## config.mk

```make
export PLATFORM = sky130hd
export DESIGN_NAME = iot_active_monitor_multi
export DESIGN_NICKNAME = d
export VERILOG_FILES = /design/src/rtl/iot_active_monitor_multi.sv
export SDC_FILE = /design/constraint.sdc
export NUM_CORES = 1
export LEC_CHECK = 0
export CAP_MARGIN = 20
export CORE_ASPECT_RATIO = 1.25
export CORE_MARGIN = 3
export CORE_UTILIZATION = 45
export DETAILED_ROUTE_END_ITERATION = 8
export PLACE_DENSITY_LB_ADDON = 0.25
export SETUP_SLACK_MARGIN = 0.3
export SYNTH_ARGS = -nofsm -noshare
export SYNTH_HDL_FRONTEND = slang
export SYNTH_SLANG_ARGS = --single-unit
```

## constraint.sdc

```tcl
create_clock -name clk -period 4.67 [get_ports clk]
set_input_delay 0.934 -clock clk [delete_from_list [all_inputs] [get_ports clk]]
set_output_delay 0.934 -clock clk [all_outputs]
set_load 0.01 [all_outputs]
```

## src/rtl/iot_active_monitor_multi.sv

```systemverilog
// iot_active_monitor_multi
// Multi-channel active IoT device counter with a saturating count, a sticky
// saturation error flag, a hysteretic threshold alarm and an optional
// peak-hold register.
// Build option: define MONITOR_PEAK_EN to build the peak register and the
// clr_peak logic; otherwise peak_out is tied to 0 and clr_peak is ignored.

module iot_active_monitor_multi #(
  parameter int WIDTH     = 8,
  parameter int NCH       = 4,
  parameter int HI_THRESH = 200,
  parameter int LO_THRESH = 50
) (
  input  logic             clk,
  input  logic             rst,
  input  logic [NCH-1:0]   change,
  input  logic [NCH-1:0]   on_off,
  input  logic             clr_peak,
  output logic [WIDTH-1:0] counter_out,
  output logic             alarm,
  output logic             sat_err,
  output logic [WIDTH-1:0] peak_out
);

  // Width of a per-cycle event count, and of the signed update sum that can
  // hold counter + NCH or counter - NCH without wrapping.
  localparam int CW = $clog2(NCH + 1);
  localparam int SW = WIDTH + CW + 1;

  localparam logic [WIDTH-1:0] MAX_CNT = {WIDTH{1'b1}};
  localparam logic [WIDTH-1:0] HI_LVL  = WIDTH'(HI_THRESH);
  localparam logic [WIDTH-1:0] LO_LVL  = WIDTH'(LO_THRESH);

  // Reject parameter sets the counter and alarm cannot honour.
  if (NCH < 1 || NCH > 16) begin : g_bad_nch
    $error("iot_active_monitor_multi: NCH must be 1 to 16");
  end
  if (HI_THRESH > (2 ** WIDTH) - 1) begin : g_bad_hi
    $error("iot_active_monitor_multi: HI_THRESH exceeds the count range");
  end
  if (LO_THRESH >= HI_THRESH) begin : g_bad_lo
    $error("iot_active_monitor_multi: LO_THRESH must be below HI_THRESH");
  end

  typedef enum logic {
    NORMAL = 1'b0,
    ALARM  = 1'b1
  } alarm_state_t;

  logic [CW-1:0]        ups;
  logic [CW-1:0]        downs;
  logic signed [SW-1:0] next_val;
  logic [WIDTH-1:0]     cnt_next;
  logic                 sat_hit;
  alarm_state_t         state;
  alarm_state_t         state_next;

  // Count the on and off events among the channels that strobed this cycle.
  always_comb begin
    ups   = '0;
    downs = '0;
    for (int i = 0; i < NCH; i++) begin
      if (change[i]) begin
        if (on_off[i]) begin
          ups = ups + CW'(1);
        end else begin
          downs = downs + CW'(1);
        end
      end
    end
  end

  assign next_val = $signed(SW'(counter_out)) + $signed(SW'(ups)) - $signed(SW'(downs));

  // Clamp the net update into the counter range and flag any clamping.
  always_comb begin
    cnt_next = next_val[WIDTH-1:0];
    sat_hit  = 1'b0;
    if (next_val[SW-1]) begin
      cnt_next = '0;
      sat_hit  = 1'b1;
    end else if (next_val > $signed(SW'(MAX_CNT))) begin
      cnt_next = MAX_CNT;
      sat_hit  = 1'b1;
    end
  end

  // Count register and sticky saturation flag.
  always_ff @(posedge clk) begin
    if (rst) begin
      counter_out <= '0;
      sat_err     <= 1'b0;
    end else begin
      counter_out <= cnt_next;
      sat_err     <= sat_err | sat_hit;
    end
  end

  // Alarm state register.
  always_ff @(posedge clk) begin
    if (rst) begin
      state <= NORMAL;
    end else begin
      state <= state_next;
    end
  end

  // Hysteresis: raise at or above HI, release at or below LO, else hold.
  always_comb begin
    state_next = state;
    case (state)
      NORMAL:  if (counter_out >= HI_LVL) state_next = ALARM;
      ALARM:   if (counter_out <= LO_LVL) state_next = NORMAL;
      default: state_next = NORMAL;
    endcase
  end

  assign alarm = (state == ALARM);

`ifdef MONITOR_PEAK_EN
  // Peak hold: track the largest count, or reload the current count on clr_peak.
  always_ff @(posedge clk) begin
    if (rst) begin
      peak_out <= '0;
    end else if (clr_peak) begin
      peak_out <= counter_out;
    end else if (counter_out > peak_out) begin
      peak_out <= counter_out;
    end
  end
`else
  logic clr_peak_unused;
  assign clr_peak_unused = clr_peak;
  assign peak_out        = '0;
`endif

endmodule
```

==> impl_results.md, run 1 <==
* Final setup fails at 0
* Synthesized area at 1190 sq um
* Cell variety after synth at 33
* First DRT Iteration DRCs at 9
* Post-route ant nets at 0
* Critical Path AT at 4.57 ns
* Die ar. at around 3300 sq um
* Adder-cell share of the synthesized area at 0.270
* Synth top area share at 0.220
* Outcome: finished, final reports clean
* First-pass GRT wire length at 4.44 mm
* Final WL at 2.78 mm
* Total GRT Usage at 0.174
* EDFF count, synth at 0
* Die Wd at 52.1 microns
* Initial Utilization at 0.482
* Synth async-reset ratio at 0
* Core region area at 2480 sq um
* HPWL after DPL at 2.16 mm
* Setup CP Type: in -> reg
* Multiplexer area fraction after synthesis at 0.0461
* Max Buffers Root-to-Sink at 2
* Mean post-synth cell area at 8.47 sq um
* Endpoints failing hold at 0
* Clk_skew at ~0.00057 ns
* # DRC at 0
* HP Class: reg -> reg
* Syn. warnings at 0
* RSZ-0062 raised after global routing: yes
* Post-synthesis compound-gate area fraction at 0.173
* Main combinational cell family by area after synthesis: adder cells
* Htree depth at 1
* CP Capture Type: flip-flop
* Fillers at ~190
* Initial antenna violation count at 0
* Post-Synth Simple-Gate Area at 0.132
* IO buf count at 19
* Height of the die at roughly 64 microns
* Final design utilization at 0.729
* Sequential area share after synthesis at 0.168
* R2R Setup Slk at about 2.2 ns
* Via-to-Cell Ratio at 5.07
* Worst skew pair latency at 0.26 ns
* Leakage Power at 0.000827 uW
* Post-synthesis cell count at 141
* Clk sinks at 10
* Synth Flop Type: dfxtp_1
* Crit start category: input pin
* Setup TNS at 0 ns
* # hold bufs at CTS at 0
* Max Cap Violations at 0
* Largest net degree at the start of global routing at 9
* Crit-path max FO at 5
* CTS tree: built
* Yosys reg bits at 10
* Row cnt at 20
* Area Growth Syn to Fin at 51.3%
* DR pass1 iterations at 4
* Nets at 221
* Clk slew on worst S/H paths at 0.07 ns
* I/O pins at 29
* VDD IR max at between 0.3 and 0.4 mV
* Min Clock Period, post-route at 4.38 ns
* Fin crit share at 0.937
* Number of global-route vias before repair at approximately 1100
* Max-slew violations at 0
* Synth area leaders: ha_1, dfxtp_1, a21oi_1
* Ant diodes at 0
* Cts bufs inserted at 3
* Routed vias at 1105
* Routability congestion estimate at between 0.7 and 0.8
* Layout cell share with drive strength beyond 1 at 0.335
* Fmax at 0.229 GHz
* Power per Cell Area at 677 nW/um^2
* Synth Area in XOR/XNOR at 0.0881
* Cell taking the most area after synthesis: ha_1
* Worst EP required at between 4 and 5 ns
* Drt wl/cell at 12.8 microns
* Grt total ovfl at 0
* CTS Root Cell: clkbuf_4
-- layer usage --
| layer | part of all wire | routed length (microns) | up-vias | global-route usage |
|---|---|---|---|---|
| met5 | 0 | 0 | - | 0 |
| li1 | - | - | 555 | - |
| met4 | 0.013 | 35 | 0 | 0.0656 |
| met3 | 0.021 | 59 | 4 | 0.00709 |
| met1 | 0.35 | 982 | 525 | 0.174 |
| met2 | 0.61 | 1700 | 21 | 0.354 |
-- state kept, by name (all words and copies together) (netlist names) --
register / count
sat_err: 1
alarm: 1
counter_out: 8
-- metrics by stage --
stage	power [uW]	worst slack, ns	cells	hold WS [ns]	instance area (sq um)
2_1_floorplan	698	0.109	148	0.477	1290
3_3_place_gp	945	-0.483	209	0.453	1590
3_5_place_dp	969	-0.536	209	0.455	1590
4_1_cts	1170	0.204	218	0.466	1750
5_1_grt	1320	0.212	218	0.511	1810
6_report	1220	0.294	218	0.483	1810
-- worst max-delay path, cell delays in order --
cell and delay, ns:
buf_6 0.10, nor2b_4 0.13, ha_4 0.20, mux2_4 0.27, ha_4 0.21, mux2_4 0.28, ha_4 0.24, mux2_4 0.28
fa_2 0.59, fa_2 0.20, nand2b_4 0.13, a2111oi_4 0.07, or3_4 0.35, o311a_4 0.33, buf_6 0.14, a21oi_1 0.12
-- layout by cell type (no fill, tap or decap), types with 2 or more instances in the layout --
master / n
buf_4: 21
buf_6: 3
ha_4: 5
and2_1: 2
xnor2_1: 5
a21oi_2: 8
mux2_4: 4
dfxtp_1: 10
nand2_1: 7
conb_1: 8
inv_1: 17
a21o_1: 2
clkbuf_4: 3
nand3_1: 2
xor2_1: 6
a21oi_1: 9
fa_2: 2
nand3b_1: 2
nor2b_1: 2
ha_1: 16
clkdlybuf4s50_1: 15
nor2_1: 4
nand2b_1: 5
-- Yosys cell counts (3+ instances only) --
| library cell | count |
|---|---|
| nor2_1 | 5 |
| mux2_2 | 4 |
| xor2_1 | 7 |
| nand2b_1 | 6 |
| xnor2_1 | 5 |
| fa_1 | 3 |
| nor2b_1 | 3 |
| buf_4 | 8 |
| ha_1 | 21 |
| a21oi_1 | 17 |
| nand2_1 | 8 |
| dfxtp_1 | 10 |
| inv_1 | 18 |
-- cells by family (layout without fill, tap and decap cells) --
family                   count (synthesis)  in the layout
AND/OR/NAND/NOR                         30             30
multiplexers                             5              5
XOR/XNOR                                12             12
other                                    1              8
adder cells (fa/ha/maj)                 24             24
buffers and inverters                   28             65
flip-flops                              10             10
AO/OA/AOI/OAI                           31             31
-- worst paths after layout --
path	startpoint	endpoint	cells after the start
worst max-delay path	on_off[0]	counter_out[1]	16
worst min-delay path	alarm	alarm	2
worst max register to register	counter_out[1]	sat_err	9
worst min register to register	alarm	alarm	2
-- what timing repair did --
item,in CTS,in global routing
resized for setup,32,11
pin swaps,11,7
buffers inserted,5,0
setup endpoints to repair,9,9
-- power breakdown --
| group | total (uW) | internal, uW | switching (uW) |
|---|---|---|---|
| Sequential | 157 | 120 | 37.1 |
| Clock | 76.4 | 47.3 | 29.1 |
| Combinational | 989 | 511 | 477 |
-- cell type report --
class                   count  area [sq um]  area share
repair buffers             43           390       0.216
inverters                  18          67.6      0.0374
flip-flops and latches     10           200       0.111
multi-input cells         110          1070       0.593
clock buffers               4          36.3      0.0201
well taps                  33          41.3      0.0229
Power figures use the tool's default switching activity.
==> inputs of run 2 (changes only) <==
--- a/config.mk
+++ b/config.mk
@@ -7,10 +7,11 @@
 export LEC_CHECK = 0
 export CAP_MARGIN = 20
 export CORE_ASPECT_RATIO = 1.25
-export CORE_MARGIN = 3
+export CORE_MARGIN = 1.5
 export CORE_UTILIZATION = 45
 export DETAILED_ROUTE_END_ITERATION = 8
 export PLACE_DENSITY_LB_ADDON = 0.25
+export RECOVER_POWER = 100
 export SETUP_SLACK_MARGIN = 0.3
 export SYNTH_ARGS = -nofsm -noshare
 export SYNTH_HDL_FRONTEND = slang
==> run 2 against run 1 <==
Effect of this change: core utilization rose by 1.0 points; via count rose by 1.7%; global-route usage rose by 3.5 points; routed wire length rose by 11%; first-iteration DRC count rose by 110%.
==> impl_results.md, run 2 (synthesized netlist as in run 1, its figures left out) <==
* Met2 wire length at 1.85 mm (+8.5%)
* Highest Signal Layer: met4
* Max-slew violations at 0 (unchanged)
* Commonest non-fill, non-tap cell in the layout: buf_4
* IO buf count at 19 (unchanged)
* Final WL at 3.08 mm (+11%)
* Clk_skew at 0.00592 ns (+0.00535 ns)
* First-pass GRT wire length at 4.77 mm (+7.4%)
* Worst skew pair latency at 0.26 ns (about the same)
* Clk slew on worst S/H paths at 0.07 ns (about the same)
* Critical Path AT at 4.65 ns (+0.08 ns)
* HP Class: reg -> reg
* Core region area at 2480 sq um (unchanged)
* Worst EP required at 4.86 ns (about the same)
* Routed vias at 1124 (+1.7%)
* CP Capture Type: flip-flop
* Grt total ovfl at 0 (unchanged)
* Initial Utilization at 0.482 (unchanged)
* CP bufs+invs at 2 (unchanged)
* Routability congestion estimate at 0.815 (+3.2%)
* Crit start category: input pin
* Setup TNS at 0 ns (unchanged)
* Post-route ant nets at 0 (unchanged)
* Max reg flops at 8 (unchanged)
* Final setup fails at 0 (unchanged)
* Power per Cell Area at 707 nW/um^2 (+4.3%)
* Drt wl/cell at 13.9 microns (+9.2%)
* Max Buffers Root-to-Sink at 2 (unchanged)
* CP top delay family: adder cells
* Crit-path max FO at 5 (unchanged)
* Nets at 224 (+1.4%)
* Initial antenna violation count at 0 (unchanged)
* DR pass1 iterations at 4 (unchanged)
* # DRC at 0 (unchanged)
* Clk sinks at 10 (unchanged)
* First DRT Iteration DRCs at 19 (+10)
* Fmax at 0.224 GHz (-1.8%)
* Worst path max stage delay at 0.43 ns (-0.16 ns)
* Commonest non-fill, non-tap cells in the layout: buf_4, inv_1, ha_1, a21oi_1
* Layout cell share with drive strength beyond 1 at 0.351 (+0.0159)
* I/O pins at 29 (unchanged)
* Row cnt at 20 (unchanged)
* Endpoints failing hold at 0 (unchanged)
* Min Clock Period, post-route at 4.46 ns (+0.0795 ns)
* # hold bufs at CTS at 0 (unchanged)
* Largest net degree at the start of global routing at 9 (unchanged)
* VDD IR max at 0.352 mV (+4.8%)
* Via-to-Cell Ratio at 5.09 (+0.34%)
* Outcome: finished, final reports clean
* Die Wd at 49.1 microns (-5.8%)
* Leakage Power at 0.000868 uW (+5.0%)
* Height of the die at 60.6 microns (-4.7%)
* Cells along the critical path: buf_6 -> nor2b_4 -> ha_4 -> mux2_4 -> ha_4 -> mux2_4 -> ha_4 -> mux2_4 -> fa_2 -> fa_2 -> nand2b_4 -> a2111oi_4 -> o311ai_0 -> o311a_4 -> buf_6 -> a31oi_4
* Area Growth Syn to Fin at 53.4%
* Max Cap Violations at 0 (unchanged)
* Setup CP Type: in -> reg
* HPWL after DPL at 2.16 mm (about the same)
* Number of global-route vias before repair at 1166 (+5.4%)
* Total GRT Usage at 0.209 (+0.0349)
* RSZ-0062 raised after global routing: yes
* Cell Area, Placed at 1590 sq um (unchanged)
* Die ar. at 2970 sq um (-10%)
* Htree depth at 1 (unchanged)
* Ant diodes at 0 (unchanged)
* CTS Root Cell: clkbuf_4
* Reg with most FFs: counter_out
* Cts bufs inserted at 3 (unchanged)
* Routed length on met1 at 1.10 mm (+12%)
* Fin crit share at 0.954 (+0.0170)
* CP max-delay cell: fa_2
* DR WL met3 at 56 microns (-5.1%)
* CTS tree: built
* Design area at 1830 sq um (+1.4%)
==> run 2: layout make-up <==
| type | instances | area [sq um] |
|---|---|---|
| multi-input cells | 110 | 1080 |
| clock buffers | 4 | 36.3 |
| repair buffers | 46 | 400 |
| inverters | 18 | 67.6 |
| well taps | 33 | 41.3 |
| flip-flops and latches | 10 | 200 |
| fillers | 172 | 647 |
==> run 2: power by group <==
group,internal [uW],switching (uW),total [uW]
sequential,120,37.5,158
combinational,537,520,1060
clock,47.3,31.3,78.6
==> run 2: path summary, 6_finish.rpt <==
path,cells after the start,start,slack (ns),end
worst max-delay path,16,on_off[0],0.21,sat_err
worst min-delay path,2,alarm,0.47,alarm
worst max register to register,9,counter_out[1],2.04,sat_err
worst min register to register,2,alarm,0.47,alarm
==> run 2: layer usage <==
metal	global-route usage	up-vias
met5	0	-
li1	-	556
met3	0.0197	8
met2	0.471	22
met4	0.0816	0
met1	0.187	538
==> run 2: timing repair <==
action,4_1_cts,5_1_grt
gates resized for setup,38,8
buffers inserted,4,4
pin swaps,12,7
setup endpoints to repair,9,9
==> run 2: metrics by stage <==
step / setup slack [ns] / instances / hold WS (ns) / power, uW / util
3_5_place_dp: -0.524 / 209 / 0.458 / 973 / 0.642
5_1_grt: 0.0895 / 221 / 0.505 / 1380 / 0.739
6_report: 0.215 / 221 / 0.471 / 1290 / 0.739
2_1_floorplan: 0.109 / 148 / 0.477 / 698 / -
4_1_cts: 0.203 / 217 / 0.466 / 1230 / 0.713
3_3_place_gp: -0.481 / 209 / 0.453 / 945 / 0.642
==> run 2: tightest hold or removal path, delay by kind of cell, from the launching register on <==
family	cells	cell delay, ns
AND/OR/NAND/NOR	1	0.05
AO/OA/AOI/OAI	1	0.06
flip-flops	1	0.31
==> inputs of run 3 (changes only) <==
--- a/config.mk
+++ b/config.mk
@@ -10,6 +10,7 @@
 export CORE_MARGIN = 1.5
 export CORE_UTILIZATION = 45
 export DETAILED_ROUTE_END_ITERATION = 8
+export GPL_TIMING_DRIVEN = 0
 export PLACE_DENSITY_LB_ADDON = 0.25
 export RECOVER_POWER = 100
 export SETUP_SLACK_MARGIN = 0.3
==> run 3 against run 2 <==
Effect of this change: design area fell by 4.9%; combinational power fell by 18%; setup slack improved by 0.024 ns; register-to-register slack improved by 0.05 ns; sequential power barely moved; flip-flop and latch count did not move; non-clock buffer count fell by 9; sequential share of layout area rose by 0.57 points; maximum frequency rose by 0.54%; critical path type unchanged; largest cell class unchanged; largest power group unchanged.
==> impl_results.md, run 3 (synthesized netlist as in run 1, its figures left out) <==
* Outcome: finished, final reports clean
* Crit start category: input pin
* # hold bufs at CTS at 0 (unchanged)
* Commonest non-fill, non-tap cell in the layout: inv_1
* Leakage Power at 0.000821 uW (-5.4%)
* CTS tree: built
* Grt total ovfl at 0 (unchanged)
* HPWL after DPL at 2.01 mm (-6.7%)
* Nets at 215 (-4.0%)
* Initial Utilization at 0.482 (unchanged)
* Max-slew violations at 0 (unchanged)
* Routability congestion estimate at 0.840 (+3.0%)
* Post-route ant nets at 0 (unchanged)
* Routed vias at 1047 (-6.9%)
* Cell Area, Placed at 1520 sq um (-4.2%)
* Dpl ws at -0.714 ns (-0.191 ns)
* # DRC at 0 (unchanged)
* Initial antenna violation count at 0 (unchanged)
* Endpoints failing hold at 0 (unchanged)
* Power per Cell Area at 633 nW/um^2 (-10%)
* Fin Hold WS at 0.462 ns (-0.00843 ns)
* Final WL at 2.65 mm (-14%)
* Clk_skew at 0.00199 ns (-0.00393 ns)
* DR pass1 iterations at 4 (unchanged)
* Clk sinks at 10 (unchanged)
* First DRT Iteration DRCs at 8 (-11)
* Via-to-Cell Ratio at 4.94 (-2.9%)
* Clk slew on worst S/H paths at 0.07 ns (about the same)
* Cts bufs inserted at 3 (unchanged)
* Final setup fails at 0 (unchanged)
* Largest net degree at the start of global routing at 9 (unchanged)
* Area Growth Syn to Fin at 45.8%
* Max Buffers Root-to-Sink at 2 (unchanged)
* Total GRT Usage at 0.196 (-0.0131)
* DP Cell Count at 200 (-4.3%)
* Height of the die at 60.6 microns (unchanged)
* Setup CP Type: in -> reg
* Drt wl/cell at 12.5 microns (-10%)
* Htree depth at 1 (unchanged)
* Fin cells at 212 (-4.1%)
* CP Capture Type: flip-flop
* Reg with most FFs: counter_out
* Number of global-route vias before repair at 1091 (-6.4%)
* Critical Path AT at 4.59 ns (-0.06 ns)
* Fin crit share at 0.949 (-0.00513)
* First-pass GRT wire length at 4.44 mm (-6.9%)
* Pwr Total at 1100 uW (-15%)
* Layout cell share with drive strength beyond 1 at 0.313 (-0.0382)
* Design area at 1740 sq um (-4.9%)
* Commonest non-fill, non-tap cells in the layout: inv_1, ha_1, buf_4, a21oi_1
* CP top delay family: adder cells
* Max reg flops at 8 (unchanged)
* Worst path max stage delay at 0.48 ns (+0.05 ns)
* I/O pins at 29 (unchanged)
* Max Cap Violations at 0 (unchanged)
* CP max-delay cell: fa_2
* Fmax at 0.226 GHz (+0.54%)
* CTS Root Cell: clkbuf_4
* VDD IR max at 0.328 mV (-6.9%)
* R2R Setup Slk at 2.09 ns (+0.05 ns)
* Final worst setup slack at 0.239 ns (+0.0240 ns)
* Row cnt at 20 (unchanged)
* Die Wd at 49.1 microns (unchanged)
* Crit-path max FO at 5 (unchanged)
* Die ar. at 2970 sq um (unchanged)
* Core region area at 2480 sq um (unchanged)
* Worst EP required at 4.83 ns (-0.03 ns)
* Cells along the critical path: buf_6 -> nor2b_4 -> ha_4 -> mux2_4 -> ha_4 -> mux2_4 -> ha_4 -> mux2_4 -> fa_2 -> fa_2 -> nand2b_4 -> a2111oi_2 -> or3_1 -> o311a_4 -> buf_6 -> a31oi_4
* HP Class: reg -> reg
* IO buf count at 19 (unchanged)
* Ant diodes at 0 (unchanged)
* Min Clock Period, post-route at 4.43 ns (-0.0240 ns)
* RSZ-0062 raised after global routing: yes
* CP bufs+invs at 2 (unchanged)
* Worst skew pair latency at 0.27 ns (about the same)
[run 3: path summary, 6_finish.rpt]
kind | start | end | cells past startpoint
setup / recovery | on_off[0] | sat_err | 16
hold / removal | alarm | alarm | 2
setup reg to reg | counter_out[1] | sat_err | 9
hold reg to reg | alarm | alarm | 2
[run 3: worst reg2reg max path, delay by kind of cell (launching register included)]
| kind | cells | cell delay (ns) |
|---|---|---|
| buffers and inverters | 2 | 0.21 |
| DFF | 1 | 0.40 |
| AOI/OAI and AO/OA | 3 | 0.65 |
| adders and majority gates | 2 | 0.83 |
| and+or+nand+nor | 2 | 0.36 |
[run 3: power by group]
| group | switching (uW) | internal [uW] |
|---|---|---|
| combinational | 447 | 417 |
| clock | 33.6 | 47.4 |
| sequential | 36.3 | 120 |
| total | 517 | 584 |
[run 3: per-layer routing]
metal	vias to the layer above	global-route usage	part of all wire
li1	540	-	-
met5	-	0	0
met2	20	0.431	0.60
met1	482	0.183	0.37
met4	0	0.0735	0.015
met3	5	0.0222	0.017
[run 3: per-stage QoR]
| stage | util | setup TNS [ns] |
|---|---|---|
| floorplan | - | 0 |
| global placement | 0.615 | -5.65 |
| detailed placement | 0.615 | -6.27 |
| CTS | 0.702 | 0 |
| global route | 0.703 | 0 |
| finish | 0.703 | 0 |
[run 3: repair_timing]
action | 4_1_cts | 5_1_grt
resized for setup | 43 | 3
endpoints found under the setup margin | 9 | 9
pin swaps | 13 | 5
setup buffers | 6 | 1
gates cloned | 1 | 0
[run 3: final cells by class]
cell class	instances	area (sq um)
multi-input cells	110	1070
well taps	33	41.3
clock buffers	4	36.3
plain buffers	10	76.3
flip-flops and latches	10	200
fillers	191	737
repair buffers	27	250
inverters	18	67.6
